### src/rtl/pc_exc_sequencer.sv
// PC/exception sequencer: 1-cycle registered PC/EPC/cause/state; step_en=0 freezes all but the load synchroniser.
// Optional PCSEQ_TRACE_EN adds a 4-entry trace of exception PCs (trace_sel/trace_pc).
module pc_exc_sequencer #(
  parameter int              PC_W       = 8,
  parameter logic [PC_W-1:0] RESET_PC   = '0,
  parameter logic [PC_W-1:0] EXC_VECTOR = 'hF0,
  parameter int              NUM_CAUSES = 4
) (
  input  logic                  SYS_clk,
  input  logic                  SYS_rst,
  input  logic                  step_en,
  input  logic                  load,
  input  logic [PC_W-1:0]       load_val,
  input  logic                  branch,
  input  logic                  zero,
  input  logic [PC_W-1:0]       branch_off,
  input  logic                  jump,
  input  logic [PC_W-1:0]       jump_off,
  input  logic [NUM_CAUSES-1:0] exc_req,
  input  logic                  eret,
  output logic [PC_W-1:0]       pc,
  output logic [PC_W-1:0]       epc,
  output logic [NUM_CAUSES-1:0] cause,
  output logic                  exc_flag,
  output logic [1:0]            state,
  output logic                  wb_kill,
`ifdef PCSEQ_TRACE_EN
  input  logic [1:0]            trace_sel,
  output logic [PC_W-1:0]       trace_pc,
`endif
  output logic [7:0]            exc_count
);

  typedef enum logic [1:0] {
    ST_RUN     = 2'b00,
    ST_HANDLER = 2'b01,
    ST_HALT    = 2'b10
  } state_t;

  state_t                r_state, w_state_nxt;
  logic [2:0]            r_load_sync;
  logic [PC_W-1:0]       r_pc, r_epc;
  logic [NUM_CAUSES-1:0] r_cause;
  logic                  r_exc_flag;
  logic [7:0]            r_exc_count;

  logic                  w_load_pulse;
  logic                  w_exc_any;
  logic                  w_exc_acc;
  logic [PC_W-1:0]       w_pc_seq, w_pc_jump, w_pc_br, w_pc_flow, w_epc_ret;
  logic [PC_W-1:0]       w_pc_nxt, w_epc_nxt;
  logic [NUM_CAUSES-1:0] w_cause_nxt;
  logic [7:0]            w_count_nxt;

  assign w_load_pulse = r_load_sync[1] & ~r_load_sync[2];
  assign w_exc_any    = |exc_req;

  // All sums wrap modulo 2^PC_W; offsets are already sign-extended/truncated.
  assign w_pc_seq  = r_pc + PC_W'(1);
  assign w_pc_jump = w_pc_seq + jump_off;
  assign w_pc_br   = w_pc_seq + branch_off;
  assign w_epc_ret = r_epc + PC_W'(1);
  assign w_pc_flow = jump ? w_pc_jump : ((branch & zero) ? w_pc_br : w_pc_seq);

  always_comb begin
    w_state_nxt = r_state;
    w_pc_nxt    = r_pc;
    w_epc_nxt   = r_epc;
    w_cause_nxt = r_cause;
    w_exc_acc   = 1'b0;
    if (w_load_pulse) begin
      w_pc_nxt    = load_val;
      w_state_nxt = ST_RUN;
      w_cause_nxt = '0;
    end else if (step_en) begin
      case (r_state)
        ST_RUN: begin
          if (w_exc_any) begin
            w_epc_nxt   = r_pc;
            w_cause_nxt = exc_req;
            w_pc_nxt    = EXC_VECTOR;
            w_state_nxt = ST_HANDLER;
            w_exc_acc   = 1'b1;
          end else if (eret) begin
            w_pc_nxt = w_pc_seq;
          end else begin
            w_pc_nxt = w_pc_flow;
          end
        end
        ST_HANDLER: begin
          // Double fault: keep pc/epc so the halted state shows where it died.
          if (w_exc_any) begin
            w_cause_nxt = exc_req;
            w_state_nxt = ST_HALT;
            w_exc_acc   = 1'b1;
          end else if (eret) begin
            w_pc_nxt    = w_epc_ret;
            w_state_nxt = ST_RUN;
          end else begin
            w_pc_nxt = w_pc_flow;
          end
        end
        default: begin
          w_state_nxt = r_state;
        end
      endcase
    end
  end

  assign w_count_nxt = (w_exc_acc && (r_exc_count != 8'hFF)) ? r_exc_count + 8'd1 : r_exc_count;

  always_ff @(posedge SYS_clk or negedge SYS_rst) begin
    if (!SYS_rst) r_state <= ST_RUN;
    else          r_state <= w_state_nxt;
  end

  always_ff @(posedge SYS_clk or negedge SYS_rst) begin
    if (!SYS_rst) begin
      r_load_sync <= 3'b000;
      r_pc        <= RESET_PC;
      r_epc       <= '0;
      r_cause     <= '0;
      r_exc_flag  <= 1'b0;
      r_exc_count <= 8'd0;
    end else begin
      r_load_sync <= {r_load_sync[1:0], load};
      r_pc        <= w_pc_nxt;
      r_epc       <= w_epc_nxt;
      r_cause     <= w_cause_nxt;
      r_exc_flag  <= (w_state_nxt != ST_RUN);
      r_exc_count <= w_count_nxt;
    end
  end

`ifdef PCSEQ_TRACE_EN
  logic [PC_W-1:0] r_trace [4];
  logic [1:0]      r_trace_wptr;
  logic [1:0]      w_trace_idx;

  always_ff @(posedge SYS_clk or negedge SYS_rst) begin
    if (!SYS_rst) begin
      r_trace_wptr <= 2'd0;
      for (int i = 0; i < 4; i++) r_trace[i] <= '0;
    end else if (w_exc_acc) begin
      r_trace[r_trace_wptr] <= r_pc;
      r_trace_wptr          <= r_trace_wptr + 2'd1;
    end
  end

  // trace_sel=0 selects the most recently written entry.
  assign w_trace_idx = r_trace_wptr - 2'd1 - trace_sel;
  assign trace_pc    = r_trace[w_trace_idx];
`endif

  assign pc        = r_pc;
  assign epc       = r_epc;
  assign cause     = r_cause;
  assign exc_flag  = r_exc_flag;
  assign state     = r_state;
  assign exc_count = r_exc_count;
  assign wb_kill   = w_exc_any | (r_state == ST_HALT);

endmodule

### config.mk
export PLATFORM = sky130hd
export DESIGN_NAME = pc_exc_sequencer
export DESIGN_NICKNAME = d
export VERILOG_FILES = /design/src/rtl/pc_exc_sequencer.sv
export SDC_FILE = /design/constraint.sdc
export NUM_CORES = 1
export LEC_CHECK = 0
export CORE_ASPECT_RATIO = 1.4
export CORE_MARGIN = 2
export CORE_UTILIZATION = 25
export CTS_CLUSTER_DIAMETER = 120
export DETAILED_ROUTE_END_ITERATION = 6
export SYNTH_ARGS = -nofsm -noshare
export SYNTH_HDL_FRONTEND = slang
export SYNTH_SLANG_ARGS = --single-unit
### constraint.sdc
create_clock -name SYS_clk -period 6.2 [get_ports SYS_clk]
set_input_delay 1.24 -clock SYS_clk [delete_from_list [all_inputs] [get_ports SYS_clk]]
set_output_delay 1.24 -clock SYS_clk [all_outputs]
set_load 0.03 [all_outputs]
# After elaboration in Yosys (flattened, before gate mapping)
# Cells that the tools add are included.
word_totals:
  reg_bits: 34
  in_bits: 36
  out_inout_bits: 32
classes:
  addsub: 5
  n_eq_ne: 4
  muxes: 23
  bitwise_logic: 5
  n_reduce_logical: 12
op_table:
  columns: ["operator", "n"]
  rows:
  - ["8-bit 2-to-1 mux", 8]
  - ["8-bit by 1-bit adder with 8-bit output (second input constant)", 3]
  - ["8-bit adder", 2]
  - ["4-bit 2-to-1 mux", 4]
  - ["8-bit one-hot mux with 2 select lines", 1]
  - ["2-bit 2-to-1 mux", 5]
  - ["8-bit inequality test (second input constant)", 1]
  - ["2-bit nonzero test", 4]
  - ["3-bit AND reduction", 2]
  - ["1-bit 2-to-1 mux", 4]
  - ["2-bit one-hot mux with 2 select lines", 1]
  - ["4-bit AND reduction", 1]
  - ["4-bit OR reduction", 1]
  - ["3-bit inequality test (second input constant)", 1]
  - ["3-bit nonzero test", 1]
  - ["1-bit bitwise AND", 2]
  - ["2-bit by 1-bit == test with 1-bit output (second input constant)", 1]
  - ["2-bit == test (second input constant)", 1]
  - ["2-bit zero test", 1]
  - ["1-bit inverter", 2]
  - ["2-bit OR reduction", 1]
  - ["1-bit logical AND", 1]
  - ["1-bit OR", 1]

# Logic depth before layout (Yosys ltp)
logic_depth:
  word_depth: 9
  mapped_depth: 11
  depth_no_buf: 11

# Worst setup path after synthesis
# OpenSTA, ideal clock, no wires.
synth_timing:
  path_type: "input -> output"
  from: "input exc_req[2]"
  to: "output wb_kill"
  t_arrival_ns: 2.254
  required_time_ns: 4.960
  setup_slack_ns: 2.706
  cell_stages: 2
  n_path_buf: 0
  path_cell_list: "nor4_2 > o21ai_0"
synth_between:
  elab_chain_len: 2
synth_rtl:
  columns: ["item", "line", "rtl"]
  rows:
  - ["from (decl)", "19", "input logic [NUM_CAUSES-1:0] exc_req,"]
  - ["4-bit OR reduction", "56", "assign w_exc_any = |exc_req;"]
  - ["1-bit OR", "161", "assign wb_kill = w_exc_any | (r_state == ST_HALT);"]
  - ["to (decl)", "26", "output logic wb_kill,"]
# No other way between the ends.

# Worst setup path in the final report
# Same ends and word-level chain as after synthesis.

==> load_flow_metrics.sql <==
INSERT INTO impl_metrics (metric_group, metric, value, unit) VALUES
('die', 'floorplan.core_area', '10200', 'µm²'),
('synth', 'synth-seq-area-share', '32.7', '%'),
('final_layout', 'finalInstanceArea', '3580', 'µm²'),
('drt', 'vias', '2351', ''),
('critical_path', 'worst_ep_required_time', '4.96', 'ns'),
('die', 'die_span_x', '90.3', 'µm'),
('sta', 'setup_viol', '0', ''),
('grt', 'grt_start_max_net_pins', '35', ''),
('cts', 'maximum_level_of_the_cts_h_tree', '2', ''),
('final_layout', 'ant_diodes', '0', ''),
('synth', 'cell_count_after_synthesis', '279', ''),
('synth', 'netlist-cell-type-count', '52', ''),
('power_and_ir_drop', 'design_power_total', '1.59', 'mW'),
('sta', 'slew_viol_final', '0', ''),
('final_layout', 'drive_gt1_share', '8.02', '%'),
('sta', 'worst_slew_pin_slew', '0.781', 'ns'),
('final_layout', 'synthToLayoutAreaGrowth', '37.5', '%'),
('grt', 'grt_use_met2', '24.9', '%'),
('flow_run', 'cap_viol_max_count', '0', ''),
('die', 'floorplan.initialDensity', '25.4', '%'),
('cts', 'worstSkewPairLatency', '0.27', 'ns'),
('synth', 'synth.net_count', '337', ''),
('sta', 'slew-limit-headroom', '47.8', '%'),
('place', 'gp_congestion', '0.787', ''),
('grt', 'first_global_vias', '2428', ''),
('sta', 'grt_setup_unrepaired', 'false', ''),
('cts', 'root_buffer', 'sky130_fd_sc_hd__clkbuf_16', ''),
('grt', 'globalRouteMet1Util', '14.3', '%'),
('grt', 'global_route_wire_length_before_repair', '11800', 'µm'),
('die', 'io_pins', '68', ''),
('sta', 'clock.fmax', '0.226', 'GHz'),
('drt', 'ant_nets', '0', ''),
('sta', 'setup_ws', '1.78', 'ns'),
('synth', 'yosysWarnings', '0', ''),
('sta', 'timing.hold.ws', '0.348', 'ns'),
('critical_path', 'criticalPathCategory', 'in -> out', ''),
('sta', 'layout_worst_path_cycle_share', '71.2', '%'),
('cts', 'clock_net_sink_count', '34', ''),
('place', 'dpl.hpwl', '5940', 'µm'),
('critical_path', 'endpoint_kind', 'output port', ''),
('critical_path', 'cp-start-kind', 'input pin', ''),
('synth', 'ys_dominant_reg_cell', 'sky130_fd_sc_hd__dfrtp_1', ''),
('cts', 'post_cts_resized', '0', ''),
('cts', 'worst_path_clk_slew', '0.05', 'ns'),
('drt', 'wl_per_cell', '15.0', 'µm'),
('worst_hold_path', 'holdCritPathClass', 'reg -> reg', ''),
('sta', 'clock-skew-final', '0.00232', 'ns'),
('synth', 'async_flop_share', '100', '%'),
('die', 'die_height', '125', 'µm'),
('synth', 'synth_edf_count', '0', ''),
('cts', 'numCtsBuffers', '5', ''),
('grt', 'antenna_found_initial', '0', ''),
('sta', 'finalCriticalPeriod', '4.42', 'ns'),
('drt', 'detail_route.wirelength', '7290', 'µm'),
('final_layout', 'design.final.nets', '406', ''),
('power_and_ir_drop', 'power-per-cell-area', '445', 'nW/µm²'),
('die', 'floorplan.die_area', '11300', 'µm²'),
('synth', 'avgSynthCellArea', '9.34', 'µm²'),
('grt', 'global_route.peak_usage_layer', 'met2', ''),
('grt', 'grt_overflow_total', '0', ''),
('synth', 'synth-seq-cells', '34', ''),
('drt', 'dr.first_iter.drc_count', '174', ''),
('drt', 'drtPass1Iterations', '5', ''),
('drt', 'routed_via_density', '4.83', ''),
('die', 'placementRows', '44', ''),
('cts', 'clock_tree_from_tritoncts', 'built', ''),
('cts', 'clock_tree.buffer_depth', '2', ''),
('place', 'pre_cts_ws', '1.77', 'ns'),
('sta', 'finalSetupTns', '0', 'ns'),
('sta', 'report.final.hold_viol_count', '0', ''),
('status', 'outcome', 'completed', ''),
('place', 'placed_area', '3430', 'µm²'),
('power_and_ir_drop', 'power.ir.vdd_worst', '0.000176', 'V'),
('place', 'io_buffers', '67', ''),
('cts', 'post-cts-setup-buffer-count', '0', ''),
('drt', 'route.detailed.drc', '0', ''),
('grt', 'groute.usage.overall', '12.8', '%'),
('grt', 'use_met3', '2.00', '%'),
('synth', 'syn_std_cell_area', '2600', 'µm²'),
('cts', 'postCtsHoldBufs', '0', ''),
('critical_path', 'path_max_fanout', '4', ''),
('critical_path', 'arrival', '3.18', 'ns'),
('power_and_ir_drop', 'power.leakage', '1.41', 'nW');
==> state kept, by name (all words and copies together) (netlist names) <==
| register | count |
|---|---|
| r_load_sync | 3 |
| exc_count | 8 |
| cause | 4 |
| state | 2 |
| exc_flag | 1 |
| epc | 8 |
| pc | 8 |
==> area by class of cell <==
cell class	instances	area (µm²)
tap	138	173
clock inverter	1	5.00
multi-input combinational	228	1690
fill	1098	6660
clock buffer	7	143
sequential	34	851
timing repair buffer	69	686
inverter	10	37.5
==> routing by layer <==
| metal | up-vias | routed length (µm) |
|---|---|---|
| met5 | - | 0 |
| met4 | 0 | 93 |
| met3 | 6 | 280 |
| met2 | 64 | 3920 |
| met1 | 1116 | 2990 |
| li1 | 1165 | - |
==> through the flow <==
step | utilization, % | instances
finish | 35.0 | 487
global route | 35.0 | 487
CTS | 35.0 | 487
detailed placement | 33.5 | 479
global placement | 33.5 | 479
floorplan | - | 279
==> final timing paths <==
| check | cells after the start | slack, ns | endpoint | from |
|---|---|---|---|---|
| setup / recovery | 4 | 1.78 | wb_kill | exc_req[2] |
| hold / removal | 0 | 0.35 | r_load_sync[1]$_DFF_PN0_ | r_load_sync[0]$_DFF_PN0_ |
| setup reg to reg | 10 | 3.24 | pc[7]$_DFFE_PN0P_ | pc[0]$_DFFE_PN0P_ |
| hold reg to reg | 0 | 0.35 | r_load_sync[1]$_DFF_PN0_ | r_load_sync[0]$_DFF_PN0_ |
| max in group asynchronous | 2 | 4.51 | cause[0]$_DFFE_PN0P_ | SYS_rst |
| min in group asynchronous | 2 | 1.38 | epc[1]$_DFFE_PN0P_ | SYS_rst |
==> cells by family (layout without fill, tap and decap cells) <==
kind of cell	count (synthesis)	in the layout	share of synthesized area (%)
compound gates	80	80	21.1
fa+ha+maj	22	22	11.1
flops	34	34	32.7
mux	15	15	6.29
xor+xnor	27	27	9.08
simple gates	84	84	17.1
buf+inv	17	87	2.59
==> where the power goes <==
group          switching, mW  internal (mW)  total, mW
clock                 0.0899          0.159      0.249
sequential             0.113          0.295      0.407
combinational          0.513          0.424      0.936
total                  0.715          0.878       1.59
==> Yosys cell counts, types with 5 or more instances <==
library cell	instances	area [µm²]
sky130_fd_sc_hd__xor2_1	13	114
sky130_fd_sc_hd__a211oi_1	8	60.1
sky130_fd_sc_hd__nor2b_1	5	31.3
sky130_fd_sc_hd__a21oi_1	21	105
sky130_fd_sc_hd__and3_1	5	31.3
sky130_fd_sc_hd__nand3_1	9	45.0
sky130_fd_sc_hd__ha_1	20	250
sky130_fd_sc_hd__nor2_1	19	71.3
sky130_fd_sc_hd__dfrtp_1	34	851
sky130_fd_sc_hd__o21ai_0	13	65.1
sky130_fd_sc_hd__mux2_2	11	124
sky130_fd_sc_hd__inv_1	10	37.5
sky130_fd_sc_hd__xnor2_1	14	123
sky130_fd_sc_hd__nand2_1	22	82.6
sky130_fd_sc_hd__nand2b_1	6	37.5
==> worst max-delay path, cell delays in order <==
cell and delay, ns:
sky130_fd_sc_hd__clkdlybuf4s50_1 0.48, sky130_fd_sc_hd__nor4_2 0.61, sky130_fd_sc_hd__o21ai_0 0.20, sky130_fd_sc_hd__clkdlybuf4s50_1 0.64
==> placed cells by master, fill, tap and decap left out, drive strengths merged, types with 3 or more instances in the layout <==
cell type	count
nor3	5
clkdlybuf4s50	67
xnor2	14
dfrtp	34
mux2i	4
o21bai	3
o21ai	14
a221oi	4
nand4	4
and3	5
ha	20
clkbuf	7
o22ai	4
xor2	13
nor2	20
o211ai	3
nor2b	5
nand2	22
nand2b	6
a211oi	8
nand3	9
a31oi	3
mux2	11
a21oi	21
inv	10
Power figures use the tool's default switching activity.
